===== src/rtl/mipi_pkg.sv =====
// Shared definitions for the MIPI lane deskew block.
package mipi_pkg;

  typedef enum logic [1:0] {
    ST_IDLE   = 2'd0,
    ST_ALIGN  = 2'd1,
    ST_LOCKED = 2'd2,
    ST_FLUSH  = 2'd3
  } state_t;

  // Width of one per-lane offset field.
  localparam int unsigned OFFSET_W = 3;

  // Largest supported arrival spread, in byte-clock cycles.
  localparam int unsigned MAX_SKEW_LIMIT = 7;

endpackage


===== src/rtl/lane_delay_line.sv =====
// Per-lane byte delay line with a selectable tap.
// Tap 0 is the live input and tap k is the input from k cycles ago, so
// DEPTH = MAX_SKEW+1 taps cover every legal offset.
module lane_delay_line
  import mipi_pkg::*;
#(
  parameter int unsigned DEPTH = 4
) (
  input  logic                clk,
  input  logic                resetn,
  input  logic [7:0]          i_data,
  input  logic [OFFSET_W-1:0] i_tap,
  output logic [7:0]          o_data
);

  logic [7:0] w_taps [DEPTH];

  assign w_taps[0] = i_data;

  if (DEPTH > 1) begin : g_sr
    logic [7:0] r_sr [DEPTH-1];

    // Shift register holding the previous DEPTH-1 input bytes.
    always_ff @(posedge clk) begin
      if (!resetn) begin
        for (int unsigned k = 0; k < DEPTH - 1; k++) begin
          r_sr[k] <= '0;
        end
      end else begin
        r_sr[0] <= i_data;
        for (int unsigned k = 1; k < DEPTH - 1; k++) begin
          r_sr[k] <= r_sr[k-1];
        end
      end
    end

    for (genvar t = 1; t < DEPTH; t++) begin : g_tap
      assign w_taps[t] = r_sr[t-1];
    end
  end

  // Tap select; an out-of-range tap yields zero.
  always_comb begin
    o_data = '0;
    for (int unsigned k = 0; k < DEPTH; k++) begin
      if (i_tap == OFFSET_W'(k)) begin
        o_data = w_taps[k];
      end
    end
  end

endmodule


===== src/rtl/lane_deskew.sv =====
// Multi-lane first-byte deskew: measures per-lane arrival spread at burst
// start, locks per-lane delays, and emits aligned words until packet_done.
module lane_deskew
  import mipi_pkg::*;
#(
  parameter int unsigned NUM_LANES = 2,
  parameter int unsigned MAX_SKEW  = 3
) (
  input  logic                          clk,
  input  logic                          resetn,
  input  logic [8*NUM_LANES-1:0]        lane_byte_data,
  input  logic [NUM_LANES-1:0]          lane_byte_vld,
  input  logic                          packet_done,
  output logic [8*NUM_LANES-1:0]        word_data,
  output logic                          word_vld,
  output logic                          invalid_start,
  output logic [OFFSET_W*NUM_LANES-1:0] lane_offset
);

  localparam int unsigned     CNT_W    = OFFSET_W + 1;
  localparam logic [CNT_W-1:0] SKEW_MAX = CNT_W'(MAX_SKEW);

  state_t                        r_state;
  logic [CNT_W-1:0]              r_cnt;
  logic [NUM_LANES-1:0]          r_arrived;
  logic [OFFSET_W*NUM_LANES-1:0] r_arr_cnt;
  logic [OFFSET_W*NUM_LANES-1:0] r_offset;
  logic                          r_word_vld;
  logic                          r_invalid;
  logic [8*NUM_LANES-1:0]        r_word;

  logic                          w_in_align;
  logic [CNT_W-1:0]              w_cnt_now;
  logic [NUM_LANES-1:0]          w_prev_arr;
  logic [NUM_LANES-1:0]          w_arr_now;
  logic                          w_lock;
  logic                          w_fail;
  logic [OFFSET_W*NUM_LANES-1:0] w_arr_cnt;
  logic [OFFSET_W*NUM_LANES-1:0] w_new_off;
  logic [OFFSET_W*NUM_LANES-1:0] w_tap;
  logic [8*NUM_LANES-1:0]        w_lane_out;

  // Arrival bookkeeping for the current edge. The lock offsets are steered
  // to the delay lines combinationally so the first aligned word is
  // registered on the same edge that samples the last lane.
  always_comb begin
    w_in_align = ((r_state == ST_IDLE) && (|lane_byte_vld)) || (r_state == ST_ALIGN);
    w_cnt_now  = (r_state == ST_ALIGN) ? (r_cnt + CNT_W'(1)) : '0;
    w_prev_arr = (r_state == ST_ALIGN) ? r_arrived : '0;
    w_arr_now  = w_prev_arr | lane_byte_vld;
    w_lock     = w_in_align && (&w_arr_now) && (w_cnt_now <= SKEW_MAX);
    w_fail     = (r_state == ST_ALIGN) && (w_cnt_now > SKEW_MAX);
    w_arr_cnt  = '0;
    w_new_off  = '0;
    for (int unsigned i = 0; i < NUM_LANES; i++) begin
      w_arr_cnt[i*OFFSET_W +: OFFSET_W] = w_prev_arr[i] ? r_arr_cnt[i*OFFSET_W +: OFFSET_W]
                                                        : w_cnt_now[OFFSET_W-1:0];
      w_new_off[i*OFFSET_W +: OFFSET_W] = w_cnt_now[OFFSET_W-1:0]
                                          - w_arr_cnt[i*OFFSET_W +: OFFSET_W];
    end
    w_tap = w_lock ? w_new_off : r_offset;
  end

  // Burst FSM with registered status outputs.
  always_ff @(posedge clk) begin
    if (!resetn) begin
      r_state    <= ST_IDLE;
      r_cnt      <= '0;
      r_arrived  <= '0;
      r_arr_cnt  <= '0;
      r_offset   <= '0;
      r_word_vld <= 1'b0;
      r_invalid  <= 1'b0;
    end else begin
      r_invalid <= 1'b0;
      case (r_state)
        ST_IDLE, ST_ALIGN: begin
          if (w_in_align) begin
            r_cnt     <= w_cnt_now;
            r_arrived <= w_arr_now;
            r_arr_cnt <= w_arr_cnt;
            if (w_lock) begin
              r_offset <= w_new_off;
              if (packet_done) begin
                r_state    <= ST_FLUSH;
                r_word_vld <= 1'b0;
              end else begin
                r_state    <= ST_LOCKED;
                r_word_vld <= 1'b1;
              end
            end else if (w_fail) begin
              r_invalid <= 1'b1;
              r_state   <= ST_FLUSH;
            end else begin
              r_state <= ST_ALIGN;
            end
          end
        end
        ST_LOCKED: begin
          if (packet_done) begin
            r_word_vld <= 1'b0;
            r_state    <= ST_FLUSH;
          end
        end
        ST_FLUSH: begin
          if (lane_byte_vld == '0) begin
            r_state <= ST_IDLE;
          end
        end
        default: r_state <= ST_IDLE;
      endcase
    end
  end

  for (genvar g = 0; g < NUM_LANES; g++) begin : g_lane
    lane_delay_line #(
      .DEPTH(MAX_SKEW + 1)
    ) u_dl (
      .clk   (clk),
      .resetn(resetn),
      .i_data(lane_byte_data[g*8 +: 8]),
      .i_tap (w_tap[g*OFFSET_W +: OFFSET_W]),
      .o_data(w_lane_out[g*8 +: 8])
    );
  end

  // Aligned word register, refreshed every cycle.
  always_ff @(posedge clk) begin
    if (!resetn) begin
      r_word <= '0;
    end else begin
      r_word <= w_lane_out;
    end
  end

  assign word_data     = r_word;
  assign word_vld      = r_word_vld;
  assign invalid_start = r_invalid;
  assign lane_offset   = r_offset;

endmodule


===== config.mk =====
export PLATFORM = sky130hd
export DESIGN_NAME = lane_deskew
export DESIGN_NICKNAME = d
export VERILOG_FILES = /design/src/rtl/mipi_pkg.sv /design/src/rtl/lane_delay_line.sv /design/src/rtl/lane_deskew.sv
export SDC_FILE = /design/constraint.sdc
export NUM_CORES = 1
export LEC_CHECK = 0
export BUFFER_PORTS_ARGS = -buffer_cell sky130_fd_sc_hd__buf_4
export CAP_MARGIN = 10
export CORE_ASPECT_RATIO = 2
export CORE_MARGIN = 1
export CORE_UTILIZATION = 51
export CTS_CLUSTER_SIZE = 40
export DETAILED_ROUTE_END_ITERATION = 10
export PLACE_DENSITY = 0.75
export SETUP_SLACK_MARGIN = 0.02
export SLEW_MARGIN = 0
export SYNTH_ARGS = -nofsm -noshare
export SYNTH_HDL_FRONTEND = slang
export SYNTH_HIERARCHICAL = 1
export SYNTH_SLANG_ARGS = --single-unit

===== constraint.sdc =====
create_clock -name clk -period 2.44 [get_ports clk]
set_clock_uncertainty 0.15 [all_clocks]
set_input_delay 0 -clock clk [delete_from_list [all_inputs] [get_ports clk]]
set_output_delay 0 -clock clk [all_outputs]
set_load 0.02 [all_outputs]

==> summary.log <==
INFO  placement      gpl.final_weighted_congestion=0.855
INFO  power_and_ir_drop p_int=2750uW
INFO  global_routing gr-total-overflow=0
INFO  critical_path  timing.critical_path.from_type=register
INFO  logic_synthesis synthArstFlopShare=0
INFO  detailed_routing vias_per_cell=5.21
INFO  final_layout   drive_gt1_frac=0.301
INFO  detailed_routing routed-via-count=2639
INFO  critical_path  cell_with_the_most_instances_on_the_worst_path=sky130_fd_sc_hd__mux2_4
INFO  global_routing grt_max_degree=72
INFO  power_and_ir_drop share_clk_of_total_power=0.375
INFO  critical_path  crit_start=r_cnt[0]
INFO  final_layout   fill_cells=483
INFO  timing         slew-limit-headroom=0.647
INFO  logic_synthesis mappedNetlistNets=356
INFO  timing         timing.final.crit_period=2.57ns
INFO  floorplanning  row_count=42
INFO  logic_synthesis synth.ff_latch_count=86
INFO  timing         rsz0062_at_grt=true
INFO  critical_path  worstPathArrival=2.65ns
INFO  logic_synthesis syn_avg_cell_area=10.6um^2
INFO  cts            cts_tree=built
INFO  logic_synthesis synth.area.mux_share=0.116
INFO  logic_synthesis synthCells=330
INFO  cts            clockBufferDepth=2
INFO  critical_path  reg2reg_from=r_cnt[0]
INFO  cts            clock_tree.htree_level_count=3
INFO  timing         fmax=389MHz
INFO  logic_synthesis combinational_family_with_the_most_area_after_synthesis=simple AND/OR/NAND/NOR gates
INFO  cts            clock_latency=0.34ns
INFO  detailed_routing drt_iter0_markers=76
INFO  detailed_routing drtAntennaViolNets=0
INFO  flow_run       maxCapViolCount=0
INFO  logic_synthesis postSynth.topFlopCell=sky130_fd_sc_hd__dfxtp_1
INFO  power_and_ir_drop share_comb_of_total_power=0.205
INFO  status         failed_checks=negative setup slack
INFO  timing         hold_viol=0
INFO  logic_synthesis netlist_area=3490um^2
INFO  power_and_ir_drop total_power_density_per_cell_area=779nW/um^2
INFO  detailed_routing routedWlPerCell=15.6um
INFO  placement      post-place-cells=465
INFO  final_layout   stdcell_count=507
INFO  floorplanning  die_height=119um
INFO  critical_path  critical_path.max_stage_delay=0.41ns
INFO  logic_synthesis yosys_warnings=6
INFO  global_routing grt_first_pass_wirelength=11800um
INFO  power_and_ir_drop p_switching=928uW
INFO  final_layout   layout.nets=441
INFO  critical_path  timing.critical_path.max_delay_family=multiplexers
INFO  critical_path  cp_slowest_cell=sky130_fd_sc_hd__fa_1
INFO  timing         finalMaxSlewViolations=0
INFO  detailed_routing wl_met2=4440um
INFO  cts            clkTransAtPathRegs=0.06ns
INFO  cts            root_buffer=sky130_fd_sc_hd__clkbuf_16
INFO  critical_path  cp_max_fo=8
INFO  power_and_ir_drop power.static_leakage=0.00192uW
INFO  detailed_routing met1_length=2950um
INFO  timing         finalWorstSetupSlack=-0.130ns
INFO  logic_synthesis ys_types=46
INFO  critical_path  critical_path_buf_inv_count=1
INFO  timing         timing.final.crit_share=1.05
INFO  logic_synthesis synth_edf_count=0
INFO  logic_synthesis synth_fa_ha_area_frac=0.0201
INFO  placement      dp.final_hpwl=5070um
INFO  logic_synthesis post_synth_xor_xnor_area=0.0233
INFO  floorplanning  initial_core_util=0.526
INFO  timing         tightest_slew=0.529ns
INFO  global_routing first_global_vias=2704
INFO  timing         setup_violations=8
INFO  placement      placement.cell_area=4030um^2
INFO  critical_path  crit_chain=ha_4, mux2_4, nand2_4, fa_1, mux2_4, buf_12, mux2i_1, o22ai_1, and2_1
INFO  logic_synthesis synthTopCellsByArea=sky130_fd_sc_hd__dfxtp_1 49%, sky130_fd_sc_hd__and2_1 12%, sky130_fd_sc_hd__mux2i_1 11%, sky130_fd_sc_hd__o22ai_1 2.9%, sky130_fd_sc_hd__a21oi_1 2.6%
INFO  logic_synthesis synth_compound_gate_area_share=0.102
INFO  detailed_routing drc_errors=0
INFO  cts            tritoncts.num_buffers=9
INFO  final_layout   area_growth_synth_to_finish=35.2%
INFO  logic_synthesis synthDominantCellAreaShare=0.494
INFO  floorplanning  fp.dieArea=7190um^2
INFO  global_routing antenna_found_initial=0
INFO  worst_hold_path hold_path_class=input port to register
INFO  detailed_routing totalWireLength=7910um
INFO  critical_path  critical_path_required=2.52ns
INFO  cts            clock_sinks=86
INFO  final_layout   num_antenna_cells=0
INFO  critical_path  crit_path_end_kind=register
INFO  status         run_status=finished, violations left
INFO  logic_synthesis netlist.top_cell.by_area=sky130_fd_sc_hd__dfxtp_1
INFO  worst_hold_path holdCritStartpoint=resetn
INFO  power_and_ir_drop sw_frac_of_total=0.252
INFO  critical_path  kind_of_critical_path=register to register
INFO  floorplanning  core_region_area=6620um^2
INFO  detailed_routing drt_pass1_iterations=6
INFO  floorplanning  die_w=60.5um
INFO  final_layout   post-route-cell-area=4710um^2
INFO  detailed_routing highest_metal_used=met4
INFO  power_and_ir_drop worst_ir_drop_vdd=0.552mV
INFO  final_layout   commonest_non_fill_non_tap_cell_in_the_layout=sky130_fd_sc_hd__dfxtp_1
INFO  power_and_ir_drop pwr-share-seq=0.420
INFO  global_routing total_track_usage=0.225
INFO  timing         hold_slack=0.00693ns
INFO  logic_synthesis synth_simple_gate_area_frac=0.195
INFO  floorplanning  pin_count=45
INFO  final_layout   highest_count_cells_in_the_layout_ignoring_fill_and_taps=80 x sky130_fd_sc_hd__dfxtp_1, 68 x sky130_fd_sc_hd__buf_4, 65 x sky130_fd_sc_hd__and2_1
INFO  logic_synthesis synth-seq-area-share=0.494
INFO  placement      portBuffers=44
INFO  detailed_routing route.met3.wl=257um
worst reg2reg max path: stages, from the launching register on:
cell and delay, ns:
sky130_fd_sc_hd__dfxtp_4 0.36, sky130_fd_sc_hd__ha_4 0.23, sky130_fd_sc_hd__mux2_4 0.29, sky130_fd_sc_hd__nand2_4 0.07, sky130_fd_sc_hd__fa_1 0.41, sky130_fd_sc_hd__mux2_4 0.31, sky130_fd_sc_hd__buf_12 0.16, sky130_fd_sc_hd__mux2i_1 0.18
sky130_fd_sc_hd__o22ai_1 0.12, sky130_fd_sc_hd__and2_1 0.18
kinds of logic (layout without fill, tap and decap cells):
| group | Yosys count | in the layout |
|---|---|---|
| muxes | 40 | 41 |
| DFF | 86 | 86 |
| xor gates and xnor gates | 6 | 6 |
| buffers and inverters | 26 | 114 |
| and+or+nand+nor | 112 | 112 |
| AOI/OAI and AO/OA | 55 | 55 |
| adders and majority gates | 5 | 5 |
path summary, 6_finish.rpt:
path,depth (start not counted),slack (ns),to
setup / recovery,9,-0.13,word_data[14]
hold reg to reg,1,0.30,g_lane[0].u_dl/g_sr.r_sr[0][10]
setup reg to reg,9,-0.13,word_data[14]
hold / removal,4,0.007,lane_offset[2]
cells in the mapped netlist (3+ instances only):
| cell type | number |
|---|---|
| sky130_fd_sc_hd__dfxtp_1 | 86 |
| sky130_fd_sc_hd__and2_1 | 65 |
| sky130_fd_sc_hd__mux2i_1 | 37 |
| sky130_fd_sc_hd__a21oi_1 | 18 |
| sky130_fd_sc_hd__o22ai_1 | 16 |
| sky130_fd_sc_hd__nand2_1 | 12 |
| sky130_fd_sc_hd__nor2_1 | 8 |
| sky130_fd_sc_hd__clkbuf_1 | 7 |
| sky130_fd_sc_hd__nand2b_1 | 7 |
| sky130_fd_sc_hd__o21ai_0 | 7 |
| sky130_fd_sc_hd__clkbuf_2 | 5 |
| sky130_fd_sc_hd__a31oi_1 | 4 |
| sky130_fd_sc_hd__buf_6 | 4 |
| sky130_fd_sc_hd__ha_1 | 4 |
| sky130_fd_sc_hd__inv_1 | 4 |
| sky130_fd_sc_hd__mux2_2 | 3 |
| sky130_fd_sc_hd__nand3_1 | 3 |
layout make-up:
class / count / area, um^2 / area share
inverter: 5 / 18.8 / 0.00398
clock buffer: 13 / 303 / 0.0642
tap: 88 / 110 / 0.0234
timing repair buffer: 94 / 803 / 0.170
multi-input combinational: 219 / 1740 / 0.368
clock inverter: 2 / 10.0 / 0.00212
sequential: 86 / 1730 / 0.368
state kept, by name (all words and copies together), names as in the netlist:
register,cells
r_cnt,4
word_data,16
word_vld,1
invalid_start,1
g_lane.u_dl/g_sr.r_sr,48
r_arrived,2
r_state,2
lane_offset,6
r_arr_cnt,6
power groups by stage:
stage                     registers [uW]  logic, uW  clock network, uW
after detailed placement            1570        645                  0
after floorplan                     1620        379                  0
after global routing                1550        806               1450
after CTS                           1540        702               1410
after global placement              1570        632                  0
final                               1540        752               1380
per-layer routing:
metal / up-vias / global-route usage
met2: 62 / 0.410
met3: 20 / 0.0651
li1: 1301 / -
met4: 0 / 0.129
met5: - / 0
met1: 1256 / 0.205
stage by stage:
step,utilization,setup WS [ns],power (uW),TNS (ns)
global placement,0.608,-0.103,2200,-0.632
CTS,0.696,-0.0843,3650,-0.378
detailed placement,0.608,-0.113,2220,-0.886
global route,0.712,-0.184,3810,-1.09
finish,0.712,-0.130,3670,-0.400
floorplan,-,-0.0697,2000,-0.544
repair_timing:
| item | 4_1_cts | 5_1_grt |
|---|---|---|
| pin swaps | 6 | 6 |
| cloned | 0 | 1 |
| buffers inserted | 4 | 1 |
| hold endpoints to repair | 36 | 0 |
| hold buffers | 21 | 0 |
| resized for setup | 8 | 19 |
| endpoints found under the setup margin | 16 | 16 |
Power figures use the tool's default switching activity.
